--- src/rtl/buffer_pkg.sv ---
// Shared types for the word-pair buffers: default word width, unpacker
// states and the pair layout (word0 is the earlier word).
package buffer_pkg;

   localparam int BUF_N = 32;

   typedef enum logic {
      S_FIRST,
      S_SECOND
   } state_t;

   typedef struct packed {
      logic [BUF_N-1:0] word0;
      logic [BUF_N-1:0] word1;
   } pair_t;

endpackage

--- src/rtl/pair_fifo.sv ---
// Synchronous show-ahead FIFO: the head entry is visible on dout whenever
// the FIFO is not empty, and reads as zero when it is empty.
module pair_fifo
   import buffer_pkg::*;
#(
   parameter int W     = 2*BUF_N,
   parameter int DEPTH = 4
) (
   input  logic                         clk,
   input  logic                         rst,
   input  logic                         push,
   input  logic                         pop,
   input  logic [W-1:0]                 din,
   output logic [W-1:0]                 dout,
   output logic [$clog2(DEPTH+1)-1:0]   count,
   output logic                         full,
   output logic                         empty
);

   localparam int PW = $clog2(DEPTH);
   localparam int CW = $clog2(DEPTH+1);

   logic [W-1:0]  mem [DEPTH];
   logic [PW-1:0] wr_ptr;
   logic [PW-1:0] rd_ptr;
   logic          do_push;
   logic          do_pop;

   // Occupancy comes from count alone, so the pointers may wrap freely.
   assign full    = (count == CW'(DEPTH));
   assign empty   = (count == '0);
   assign do_push = push && !full;
   assign do_pop  = pop && !empty;
   assign dout    = empty ? '0 : mem[rd_ptr];

   always_ff @(posedge clk) begin
      if (do_push) begin
         mem[wr_ptr] <= din;
      end
   end

   always_ff @(posedge clk or posedge rst) begin
      if (rst) begin
         wr_ptr <= '0;
         rd_ptr <= '0;
         count  <= '0;
      end else begin
         if (do_push) begin
            wr_ptr <= wr_ptr + 1'b1;
         end
         if (do_pop) begin
            rd_ptr <= rd_ptr + 1'b1;
         end
         if (do_push && !do_pop) begin
            count <= count + 1'b1;
         end else if (do_pop && !do_push) begin
            count <= count - 1'b1;
         end
      end
   end

endmodule

--- src/rtl/buffer_unpack.sv ---
// Groups a serial word stream into (earlier, later) pairs and queues them
// for a valid/ready consumer on out0/out1.
module buffer_unpack
   import buffer_pkg::*;
#(
   parameter int N     = BUF_N,
   parameter int DEPTH = 4
) (
   input  logic                         clk,
   input  logic                         rst,
   input  logic [N-1:0]                 in,
   input  logic                         in_en,
   output logic                         in_rdy,
   output logic [N-1:0]                 out0,
   output logic [N-1:0]                 out1,
   output logic                         out_en,
   input  logic                         out_rdy,
   output logic [$clog2(DEPTH+1)-1:0]   count
);

   state_t         state;
   state_t         next_state;
   logic [N-1:0]   hold;
   logic           push;
   logic           pop;
   logic           full;
   logic           empty;
   logic [2*N-1:0] fifo_dout;

   always_ff @(posedge clk or posedge rst) begin
      if (rst) begin
         state <= S_FIRST;
      end else begin
         state <= next_state;
      end
   end

   // in_rdy only looks at full, never at out_rdy, to keep the paths apart.
   always_comb begin
      next_state = state;
      in_rdy     = 1'b0;
      push       = 1'b0;
      case (state)
         S_FIRST: begin
            in_rdy = 1'b1;
            if (in_en) begin
               next_state = S_SECOND;
            end
         end
         S_SECOND: begin
            in_rdy = !full;
            if (in_en && !full) begin
               push       = 1'b1;
               next_state = S_FIRST;
            end
         end
         default: begin
            next_state = S_FIRST;
         end
      endcase
   end

   always_ff @(posedge clk or posedge rst) begin
      if (rst) begin
         hold <= '0;
      end else if (state == S_FIRST && in_en) begin
         hold <= in;
      end
   end

   assign out_en        = !empty;
   assign pop           = out_en && out_rdy;
   assign {out0, out1}  = fifo_dout;

   pair_fifo #(
      .W     (2*N),
      .DEPTH (DEPTH)
   ) u_pair_fifo (
      .clk   (clk),
      .rst   (rst),
      .push  (push),
      .pop   (pop),
      .din   ({hold, in}),
      .dout  (fifo_dout),
      .count (count),
      .full  (full),
      .empty (empty)
   );

endmodule
--- config.mk ---
export PLATFORM = sky130hd
export DESIGN_NAME = buffer_unpack
export DESIGN_NICKNAME = d
export VERILOG_FILES = /design/src/rtl/buffer_pkg.sv /design/src/rtl/pair_fifo.sv /design/src/rtl/buffer_unpack.sv
export SDC_FILE = /design/constraint.sdc
export NUM_CORES = 1
export LEC_CHECK = 0
export CAP_MARGIN = 20
export CELL_PAD_IN_SITES_DETAIL_PLACEMENT = 0
export CELL_PAD_IN_SITES_GLOBAL_PLACEMENT = 1
export CORE_UTILIZATION = 30
export CTS_CLUSTER_DIAMETER = 50
export DETAILED_ROUTE_END_ITERATION = 8
export HOLD_SLACK_MARGIN = 0.08
export PLACE_DENSITY_LB_ADDON = 0.2
export SETUP_SLACK_MARGIN = 0.4
export SLEW_MARGIN = 20
export SYNTH_ARGS = -nofsm -noshare
export SYNTH_HDL_FRONTEND = slang
export SYNTH_SLANG_ARGS = --single-unit
--- constraint.sdc ---
create_clock -name clk -period 2.65 [get_ports clk]
set_input_delay 0.3975 -clock clk [delete_from_list [all_inputs] [get_ports clk]]
set_output_delay 0.3975 -clock clk [all_outputs]
set_load 0.005 [all_outputs]
==> metrics.yaml <==
synthesis:
  synth_top_area_cell: "edfxtp_1"
  synth_area_um2: 11300
  ys_types: 21
  yosys_warnings: 0
  synth_area_leaders: "edfxtp_1 68%, mux4_2 13%, dfrtp_1 8.9%, and2_1 3.8%, mux2_2 3.2%"
  yosysTopAreaCellShare_pct: 68.1
  syn-num-nets: 556
  seq_area_frac_synth_pct: 76.9
  syn_inst: 514
  synth-seq-cells: 296
  syn_avg_cell_area_um2: 22.0
sta:
  final-hold-violation-count: 0
  finalSetupTns_ns: 0
  post-route-period-util_pct: 97.1
  finalCriticalPeriod_ns: 2.57
  clock.fmax_mhz: 389
  tightest_slew_ns: 0.429
  final.setup.worst_slack_ns: 0.0767
  timing.final.max_slew_violations: 0
  maxSlewHeadroom_pct: 71.4
  setup_viol: 0
  fin_skew_ns: 0.0102
  whs_ns: 0.226
  grt_setup_unrepaired: "true"
placement:
  io_buffers: 104
  dp.cells: 1087
  dp_hpwl_um: 14200
  place_congestion: 0.696
  post-place-ws_ns: 0.305
run_status:
  status: "finished clean"
worst_setup_path:
  path_class: "register to primary output"
  required_ns: 2.25
  timing.rr.end: "u_pair_fifo.count[2]$_DFFE_PP0P_"
  path_max_fanout: 7
  cp.arrival_ns: 2.18
  cp_slowest_stage_delay_ns: 0.52
  cp-start-kind: "register"
  r2r_cells: 8
  r2r_start: "u_pair_fifo.count[0]$_DFFE_PP0P_"
  rrSetupSlack_ns: 0.50
  crit_slowest_cell: "dfrtp_4"
  crit_top_cell: "buf_6"
  path_cells: "buf_8 > buf_16 > buf_6 > mux4_2 > and2_4 > buf_6"
  endpoint_kind: "primary output"
pwr:
  power_density_nw_per_um2: 1260
  total_leakage_power_uw: 0.00547
  max-vdd-ir-drop_mv: 0.659
route:
  vias_per_cell: 4.62
  vias: 5588
  dr.first_iter.drc_count: 266
  wire_per_inst_um: 21.8
  antenna_left: 0
  routed_wl_um: 26300
  drt_pass1_iterations: 4
  drc: 0
global_route:
  antenna_found_initial: 0
  track_usage_pct: 14.1
  grt_pass1_vias: 6216
  grt_pass1_wl_um: 39600
  grt.overflow.total: 0
  grt_max_degree: 33
clock_network:
  numCtsBuffers: 36
  clock_latency_ns: 0.51
  root_buffer: "clkbuf_16"
  cts_sinks: 296
  cts_tree: "built"
  clockBufferDepth: 3
  clk_pin_slew_worst_paths_ns: 0.06
  h-tree-depth: 2
layout:
  final_common_cell: "edfxtp_1"
  drive_gt1_share_pct: 50.0
  antenna_cells: 0
  post-route-util_pct: 41.9
  most-common-layout-cells: "256 x edfxtp_1, 74 x buf_6, 64 x mux4_2, 64 x and2_4, 39 x clkdlybuf4s50_1"
  area_growth_pct: 36.5
  finalNetCount: 756
  fin_cells: 1210
floorplanning:
  start_util_pct: 30.7
  io_pins: 105
  rows: 70
  dieHeight_um: 196
  dieArea_um2: 38400
  fp.dieW_um: 196
  fp.coreArea_um2: 36800
job:
  maxCapViolations: 0
hold_path:
  hp-class: "input pin to async pin"
## worst max path at each step
stage                                 startpoint                          endpoint  cells past startpoint  slack (ns)
6_report       u_pair_fifo.rd_ptr[0]$_DFFE_PP0P_                          out0[14]                      6        0.08
5_1_grt        u_pair_fifo.rd_ptr[0]$_DFFE_PP0P_                          out0[14]                      6        0.01
4_1_cts        u_pair_fifo.rd_ptr[0]$_DFFE_PP0P_                          out1[11]                      6        0.05
3_5_place_dp   u_pair_fifo.rd_ptr[0]$_DFFE_PP0P_                           out1[8]                      4        0.30
3_3_place_gp   u_pair_fifo.rd_ptr[0]$_DFFE_PP0P_                           out1[8]                      4        0.31
2_1_floorplan   u_pair_fifo.count[1]$_DFFE_PP0P_  u_pair_fifo.count[2]$_DFFE_PP0P_                      9        0.46
## layout make-up
| type | instances | area (um^2) |
|---|---|---|
| fillers | 3266 | 21400 |
| flip-flops and latches | 296 | 8700 |
| multi-input cells | 189 | 2620 |
| repair buffers | 187 | 2380 |
| clock buffers | 51 | 1010 |
| well taps | 468 | 586 |
| clock inverters | 15 | 106 |
| inverters | 4 | 15.0 |
## routing by layer
layer	up-vias	part of all wire (%)	track usage, %
li1	2465	-	-
met1	2966	46	19.2
met2	124	49	23.3
met3	33	3.3	2.37
met4	0	1.6	3.85
met5	-	0	0
## kinds of logic (layout without fill, tap and decap cells)
kind of cell,Yosys count,in the layout,synth area share [%]
buffers and inverters,29,257,1.46
adders and majority gates,6,6,0.731
AOI/OAI and AO/OA,1,1,0.0776
muxes,98,98,16.2
DFF,296,296,76.9
xor gates and xnor gates,6,6,0.465
and+or+nand+nor,78,78,4.17
## metrics by stage
stage               power [uW]  cell area [um^2]
global placement         12700             13200
global route             20300             15400
finish                   19400             15400
floorplan                 9800             11300
CTS                      19400             15300
detailed placement       12800             13200
## synth_stat cells, drive strengths merged
| cell type | number |
|---|---|
| nand3 | 2 |
| clkbuf | 9 |
| xnor2 | 4 |
| and2 | 68 |
| fa | 1 |
| ha | 5 |
| mux2 | 34 |
| nor2 | 4 |
| xor2 | 2 |
| nand2 | 2 |
| edfxtp | 256 |
| a21oi | 1 |
| or3 | 1 |
| dfrtp | 40 |
| inv | 4 |
| mux4 | 64 |
| buf | 16 |
| nor2b | 1 |
## state kept, by name (all words and copies together), names as in the netlist
name	count
hold	32
state	1
u_pair_fifo.wr_ptr	2
u_pair_fifo.mem	256
u_pair_fifo.count	3
u_pair_fifo.rd_ptr	2
## power breakdown
group | internal (uW) | leakage (uW) | switching (uW) | total [uW]
clock network | 2690 | 0.000544 | 1860 | 4550
registers | 6410 | 0.00279 | 481 | 6890
logic | 4990 | 0.00214 | 2960 | 7950
## worst max-delay path, delay by kind of cell (launching register included)
family	cells	cell delay, ns
multiplexers	1	0.46
buffers and inverters	4	0.52
flip-flops	1	0.52
AND/OR/NAND/NOR	1	0.17
## repair_timing
item	CTS	global route
endpoints found under the setup margin	66	67
gates resized for setup	391	32
hold buffers	0	0
gates cloned	10	0
setup buffers	43	4
pin swaps	64	9
Note: power is estimated with default switching activity, not from simulation.
